===== src/rtl/rr_arb_mux.sv =====
// rr_arb_mux: N-channel arbitrated data multiplexer with valid/ready on every
// input and a single registered output stage. Arbitration is round-robin
// (mode_i = 0) or explicit select (mode_i = 1). The output register reloads
// whenever it is empty or being drained, so back-to-back beats need no bubble.
//
// Optional build macro: ARB_LOCK_EN
//   Adds in_last_i. Once a non-final beat of a channel transfers, the grant
//   stays on that channel until its final beat transfers.
module rr_arb_mux #(
    parameter int DATA_W = 32,
    parameter int N_CH   = 10,
    parameter int SEL_W  = $clog2(N_CH)
) (
    input  logic                     clk_i,
    input  logic                     rst_i,
    input  logic [N_CH*DATA_W-1:0]   in_data_i,
    input  logic [N_CH-1:0]          in_valid_i,
`ifdef ARB_LOCK_EN
    input  logic [N_CH-1:0]          in_last_i,
`endif
    output logic [N_CH-1:0]          in_ready_o,
    input  logic                     mode_i,
    input  logic [SEL_W-1:0]         sel_i,
    output logic [DATA_W-1:0]        out_data_o,
    output logic [SEL_W-1:0]         out_sel_o,
    output logic                     out_valid_o,
    input  logic                     out_ready_i,
    output logic                     sel_err_o
);

    // One extra bit so N_CH itself is representable even when N_CH = 2^SEL_W.
    localparam logic [SEL_W:0]   N_CH_W   = (SEL_W+1)'(N_CH);
    localparam logic [SEL_W-1:0] PTR_INIT = SEL_W'(N_CH - 1);

    logic [DATA_W-1:0] ch_data [N_CH];

    logic [DATA_W-1:0] out_data_q, out_data_d;
    logic [SEL_W-1:0]  out_sel_q, out_sel_d;
    logic              out_valid_q, out_valid_d;
    logic              sel_err_q, sel_err_d;
    logic [SEL_W-1:0]  rr_ptr_q, rr_ptr_d;

    logic              load_en;
    logic              sel_oor;
    logic              grant_vld;
    logic [SEL_W-1:0]  grant_idx;
    logic              lock_held;
    int                cand;
    logic [SEL_W-1:0]  cand_idx;

`ifdef ARB_LOCK_EN
    logic              lock_q, lock_d;
    logic [SEL_W-1:0]  lock_ch_q, lock_ch_d;
    assign lock_held = lock_q;
`else
    assign lock_held = 1'b0;
`endif

    for (genvar k = 0; k < N_CH; k++) begin : g_split
        assign ch_data[k] = in_data_i[k*DATA_W +: DATA_W];
    end

    assign load_en = !out_valid_q || out_ready_i;
    assign sel_oor = ({1'b0, sel_i} >= N_CH_W);

    // Grant selection: lock (if enabled) beats fixed select beats round-robin.
    // The round-robin search wraps at N_CH, not at 2^SEL_W.
    always_comb begin
        grant_vld = 1'b0;
        grant_idx = '0;
        cand      = 0;
        cand_idx  = '0;
`ifdef ARB_LOCK_EN
        if (lock_q) begin
            grant_vld = in_valid_i[lock_ch_q];
            grant_idx = lock_ch_q;
        end else
`endif
        if (mode_i) begin
            if (!sel_oor && in_valid_i[sel_i]) begin
                grant_vld = 1'b1;
                grant_idx = sel_i;
            end
        end else begin
            for (int k = 1; k <= N_CH; k++) begin
                cand = int'(rr_ptr_q) + k;
                if (cand >= N_CH) cand = cand - N_CH;
                cand_idx = SEL_W'(cand);
                if (!grant_vld && in_valid_i[cand_idx]) begin
                    grant_vld = 1'b1;
                    grant_idx = cand_idx;
                end
            end
        end
    end

    // Accept strobe: only the granted channel, and only when the stage can load.
    always_comb begin
        in_ready_o = '0;
        if (load_en && grant_vld) in_ready_o[grant_idx] = 1'b1;
    end

    // Next-state for the output stage, pointer, error flag and lock.
    always_comb begin
        out_data_d  = out_data_q;
        out_sel_d   = out_sel_q;
        out_valid_d = out_valid_q;
        rr_ptr_d    = rr_ptr_q;
        sel_err_d   = sel_err_q;
`ifdef ARB_LOCK_EN
        lock_d      = lock_q;
        lock_ch_d   = lock_ch_q;
`endif
        if (load_en) begin
            if (grant_vld) begin
                out_data_d  = ch_data[grant_idx];
                out_sel_d   = grant_idx;
                out_valid_d = 1'b1;
                rr_ptr_d    = grant_idx;
`ifdef ARB_LOCK_EN
                lock_d      = !in_last_i[grant_idx];
                lock_ch_d   = grant_idx;
`endif
            end else begin
                out_valid_d = 1'b0;
            end
        end
        if (mode_i && sel_oor && !lock_held) sel_err_d = 1'b1;
    end

    // State registers.
    always_ff @(posedge clk_i or posedge rst_i) begin
        if (rst_i) begin
            out_data_q  <= '0;
            out_sel_q   <= '0;
            out_valid_q <= 1'b0;
            sel_err_q   <= 1'b0;
            rr_ptr_q    <= PTR_INIT;
`ifdef ARB_LOCK_EN
            lock_q      <= 1'b0;
            lock_ch_q   <= '0;
`endif
        end else begin
            out_data_q  <= out_data_d;
            out_sel_q   <= out_sel_d;
            out_valid_q <= out_valid_d;
            sel_err_q   <= sel_err_d;
            rr_ptr_q    <= rr_ptr_d;
`ifdef ARB_LOCK_EN
            lock_q      <= lock_d;
            lock_ch_q   <= lock_ch_d;
`endif
        end
    end

    assign out_data_o  = out_data_q;
    assign out_sel_o   = out_sel_q;
    assign out_valid_o = out_valid_q;
    assign sel_err_o   = sel_err_q;

endmodule


===== config.mk =====
export PLATFORM = sky130hd
export DESIGN_NAME = rr_arb_mux
export DESIGN_NICKNAME = d
export VERILOG_FILES = /design/src/rtl/rr_arb_mux.sv
export SDC_FILE = /design/constraint.sdc
export NUM_CORES = 1
export LEC_CHECK = 0
export BUFFER_PORTS_ARGS = -buffer_cell sky130_fd_sc_hd__buf_2
export CORE_AREA = 2 2 148 150
export DETAILED_ROUTE_END_ITERATION = 8
export DIE_AREA = 0 0 150 152
export GPL_ROUTABILITY_DRIVEN = 0
export GPL_TIMING_DRIVEN = 0
export MAX_ROUTING_LAYER = met4
export SYNTH_ARGS = -nofsm -noshare
export SYNTH_HDL_FRONTEND = slang
export SYNTH_SLANG_ARGS = --single-unit

===== constraint.sdc =====
create_clock -name clk_i -period 7.7 [get_ports clk_i]
set_input_delay 0.77 -clock clk_i [delete_from_list [all_inputs] [get_ports clk_i]]
set_output_delay 0.77 -clock clk_i [all_outputs]
set_load 0.05 [all_outputs]

======== Word-level counts from Yosys, hierarchy flattened ========
Cells that the tools add are included.
word-level totals
  logic and storage cells ................. 159
  flip-flop bits (word level) ............. 42
operators by class
  order comparisons ....................... 25
  multiplexer cells ....................... 82
  $add $sub $neg .......................... 20
  bitwise gates (word level) .............. 1
  reduce and logical (&&, ||, !) cells .... 26
operator list
  operator                                                               number
  32-bit binary-select mux with 4-bit select                             1
  4-bit two-way mux                                                      32
  32-bit two-way mux                                                     2
  4-bit by 5-bit < comparator with 1-bit output, second input constant   12
  5-bit by 4-bit >= comparator with 1-bit output, second input constant  10
  1-bit binary-select mux with 4-bit select                              11
  4-bit subtractor, second input constant                                10
  1-bit two-way mux                                                      34
  4-bit by 3-bit adder with 5-bit output, second input constant          4
  4-bit by 4-bit adder with 5-bit output, second input constant          3
  1-bit logical AND                                                      13
  1-bit zero test                                                        11
  4-bit by 2-bit adder with 5-bit output, second input constant          2
  10-bit two-way mux                                                     1
  4-bit by 1-bit adder with 5-bit output, second input constant          1
  5-bit >= comparator, second input constant                             1
  4-bit NOT with 5-bit output                                            1
  1-bit demux with 4-bit select                                          1
  4-bit by 1-bit >= comparator with 1-bit output, second input constant  1
  4-bit >= comparator, second input constant                             1
  2-bit AND reduction                                                    1
  1-bit logical OR                                                       1

======== Logic depth before layout (Yosys ltp) ========
  depth after elaboration ................. 49
  gate-level depth with buffers ........... 23
  depth with buffers taken out ............ 16

======== Worst setup path after synthesis ========
OpenSTA, ideal clock, no wires.
  kind .................................... reg2out
  from .................................... register rr_ptr_q[0]
  to ...................................... output port in_ready_o[5]
  required time ........................... 6.930 ns
  path buffers ............................ 7
  data arrival time ....................... 6.236 ns
  stages on the path, launching flop included .. 22
  setup slack ............................. 0.694 ns
  path through ............................ dfstp_2 buf_2 buf_2 inv_1 ha_1 inv_1 clkbuf_1 ha_1 clkbuf_1 a21oi_1 a311oi_2 xnor2_1 o211a_1 a211oi_4 and3_1 o21ai_1 o311ai_1 o21ai_1 buf_2 clkbuf_1 clkbuf_1 nor4_1
between the ends
  longest elaborated chain between the ends .. 49
  elaborated cells between the ends (all ways) .. 126
  those cells by class .................... add/sub: 20; order compare: 12; mux: 74; reduce/logical: 20
RTL lines
  item                                                                                                                                          line  source
  from (decl)                                                                                                                                   41    logic [SEL_W-1:0] rr_ptr_q, rr_ptr_d;
  from (signal assigned)                                                                                                                        148   rr_ptr_q <= rr_ptr_d;
  4-bit by 1-bit adder with 5-bit output                                                                                                        86    cand = int'(rr_ptr_q) + k;
  4-bit subtractor / 5-bit by 4-bit >= comparator with 1-bit output (equally long branches)                                                     87    if (cand >= N_CH) cand = cand - N_CH;
  4-bit two-way mux                                                                                                                             87
  4-bit two-way mux                                                                                                                             79    if (mode_i) begin
  1-bit binary-select mux with 4-bit select                                                                                                     89    if (!grant_vld && in_valid_i[cand_idx]) begin
  1-bit two-way mux (not written as such)                                                                                                       89
  1-bit two-way mux                                                                                                                             89
  1-bit two-way mux                                                                                                                             79
  (+33 left out)                                                                                                                                -
  1-bit logical AND                                                                                                                             89
  4-bit two-way mux                                                                                                                             89
  4-bit two-way mux                                                                                                                             79
  4-bit by 5-bit < comparator with 1-bit output (not written as such) / 4-bit by 1-bit >= comparator with 1-bit output (equally long branches)  100   if (load_en && grant_vld) in_ready_o[grant_idx] = 1'b1;
  1-bit logical AND (not written as such)                                                                                                       100
  1-bit two-way mux (not written as such)                                                                                                       100
  1-bit demux with 4-bit select                                                                                                                 100
  10-bit two-way mux (*)                                                                                                                        100
  to (decl)                                                                                                                                     21    output logic [N_CH-1:0] in_ready_o,
Mark *: on every way between the ends. The rest lies on a longest branch, timed or not. The select of a mux whose other input is x is not followed.

======== Final worst setup path ========
  from .................................... register rr_ptr_q[0]
  to ...................................... output port in_ready_o[3]
Same word-level chain as after synthesis.

==> flow_summary.json <==
{
  "outcome": "complete, no violations",
  "fin_util_pct": 46.8,
  "area_growth_pct": 34.0,
  "vias": 9355,
  "avgRoutedWirePerCell_um": 23.2,
  "worst_ep_required_time_ns": 6.93,
  "synthFlopType": "dfrtp_1",
  "ys_top_cells_by_area": "dfrtp_1, mux2_2, mux2i_1, o211ai_1, mux2_1",
  "clk_pin_slew_ns": 0.06,
  "end_kind": "output port",
  "async_flop_share_pct": 100,
  "synth-seq-cells": 40,
  "finalSetupViolCount": 0,
  "fin_skew_ns": 0.0109,
  "worstSetupStartpointType": "register",
  "yosys.area.top_type": "dfrtp_1",
  "path_cells": "buf_2 -> buf_2 -> inv_1 -> ha_1 -> clkinvlp_4 -> ha_1 -> a21oi_1 -> a311oi_2 -> xnor2_2 -> mux2i_2 -> a211oi_2 -> nand2_1 -> nor2_1 -> a21oi_1 -> nor2_1 -> or2_2 -> clkbuf_1 -> buf_2 -> nor2_1 -> and3_1 -> buf_2",
  "critPathSlowestCell": "dfstp_2",
  "portBuffers": 385,
  "filler_cell_count": 2197,
  "cpPeakStageDelay_ns": 0.59,
  "synth_top_area_share_pct": 12.7,
  "final_hold_viol_count": 0,
  "netlist_top_cells_count": "o211ai_1, mux2_2, nor2_1, a21oi_1, mux2i_1",
  "core-area_um2": 21400,
  "wirelength_um": 37100,
  "drive_gt1_share_pct": 41.6,
  "drcViolationCount": 0,
  "cts_tree": "done",
  "final_nets": 1674,
  "cp_max_fo": 14,
  "insertion_delay_ns": 0.31,
  "hold_class": "primary input to async pin",
  "whs_ns": 0.392,
  "crit_top_cell": "buf_2",
  "slew_headroom_pct": 37.2,
  "die_x_um": 150,
  "die_area_um2": 22800,
  "grt_start_max_net_pins": 32,
  "rsz0062_at_grt": "no",
  "synth_nets": 1281,
  "cts_buffers": 5,
  "slew_viol_final": 0,
  "fin_setup_tns_ns": 0,
  "initial_utilization_pct": 34.9,
  "fmax_mhz": 135,
  "ios": 386,
  "htree_levels": 2,
  "syn_area_um2": 7460,
  "yosysWarnings": 0,
  "seq_area_frac_synth_pct": 13.5,
  "firstDrtPassIters": 5,
  "avgSynthCellArea_um2": 8.12,
  "place_area_um2": 9760,
  "synthCells": 919,
  "clock_path_buffers": 2,
  "drtAntennaViolNets": 0,
  "cap_viol_max_count": 0,
  "ys_types": 88,
  "antenna_found_initial": 14,
  "period_share_pct": 96.2,
  "yosysMostFrequentCell": "o211ai_1",
  "hold_buffers": 0,
  "final_cell_area_um2": 10000,
  "min_period_ns": 7.41,
  "clock-root-buffer": "clkbuf_16",
  "grt_usage_pct": 32.3,
  "grt_first_pass_wirelength_um": 53900,
  "viasPerCell": 5.84,
  "crit_type": "register to output port",
  "critPathArrivalTime_ns": 6.64,
  "first_iter_violations": 558,
  "cts.sinks": 40,
  "overflow": 0,
  "synth_edf_count": 0,
  "die_y_um": 152,
  "grt_pass1_vias": 8972,
  "dp.final_hpwl_um": 31200,
  "tightestPinTransition_ns": 0.915,
  "row_count": 54
}
## cell type report
| class | instances | area [µm²] | share of cell area [%] |
|---|---|---|---|
| well taps | 280 | 350 | 3.50 |
| repair buffers | 388 | 1960 | 19.6 |
| diodes | 8 | 20.0 | 0.200 |
| inverters | 50 | 191 | 1.92 |
| flip-flops and latches | 40 | 1000 | 10.0 |
| plain buffers | 72 | 359 | 3.59 |
| clock buffers | 8 | 146 | 1.46 |
| multi-input cells | 755 | 5960 | 59.7 |
## through the flow
| step | instances | worst slack (ns) |
|---|---|---|
| after global placement | 1584 | -0.0864 |
| final | 1601 | 0.292 |
| after floorplan | 919 | 0.694 |
| after CTS | 1592 | 0.137 |
| after detailed placement | 1585 | -0.113 |
| after global routing | 1600 | 0.0757 |
## metal layers
layer | part of all wire [%] | global-route usage (%)
met4 | 5.2 | 16.6
met2 | 50 | 53.7
met1 | 40 | 38.2
met5 | 0 | -
met3 | 5.4 | 3.48
## cells in the final DEF (no fill, tap or decap), drive strengths merged, types with 7 or more instances in the layout
master	instances
and3	8
o311ai	36
o211ai	71
ha	23
nand3	10
dfrtp	38
a31oi	39
a21boi	7
a2bb2oi	33
xnor2	12
nor2b	15
mux2	108
buf	426
or3	10
diode	8
nand2b	7
o21ai	31
nand2	40
clkbuf	42
inv	49
a21o	9
nor2	65
a21oi	58
mux2i	57
nor3	12
## kinds of logic (layout without fill, tap and decap cells)
logic type / Yosys count / in the layout / share of synthesized area (%)
other: 0 / 8 / 0
adders and majority gates: 24 / 24 / 4.13
AOI/OAI and AO/OA: 342 / 343 / 34.0
buffers and inverters: 125 / 518 / 7.45
DFF: 40 / 40 / 13.5
and+or+nand+nor: 204 / 204 / 14.0
xor gates and xnor gates: 16 / 16 / 2.08
muxes: 168 / 168 / 24.9
## worst max-delay path: cells and delay by family (launching register included)
kind	cells	cell delay, ns
DFF	1	0.59
adders and majority gates	2	0.95
AOI/OAI and AO/OA	4	0.92
buffers and inverters	7	1.98
xor gates and xnor gates	1	0.33
and+or+nand+nor	6	1.14
muxes	1	0.40
## state kept, by name, indices dropped and copies added, names as in the netlist
signal	count
out_data_o	32
out_sel_o	4
rr_ptr_q	2
out_valid_o	1
sel_err_o	1
## worst paths after layout
check                      cells past startpoint       endpoint        start  slack, ns
setup reg to reg                              21  out_data_o[9]  rr_ptr_q[0]       0.71
max in group asynchronous                      3  out_data_o[2]        rst_i       6.83
setup / recovery                              21  in_ready_o[3]  rr_ptr_q[0]       0.29
hold reg to reg                                1      sel_err_o    sel_err_o       0.49
hold / removal                                 2  out_data_o[7]        rst_i       0.39
min in group clk_i                             1      sel_err_o    sel_err_o       0.49
## what timing repair did
item | in CTS | in global routing
hold endpoints to repair | 0 | 0
gates resized for setup | 2 | 12
pin swaps | 1 | 1
cloned | 0 | 1
setup endpoints to repair | 10 | 10
buffers inserted | 1 | 1
Power is left out: the tool's default activity adds up to more than one toggle a clock period on the data nets, which glitch-free logic cannot reach.
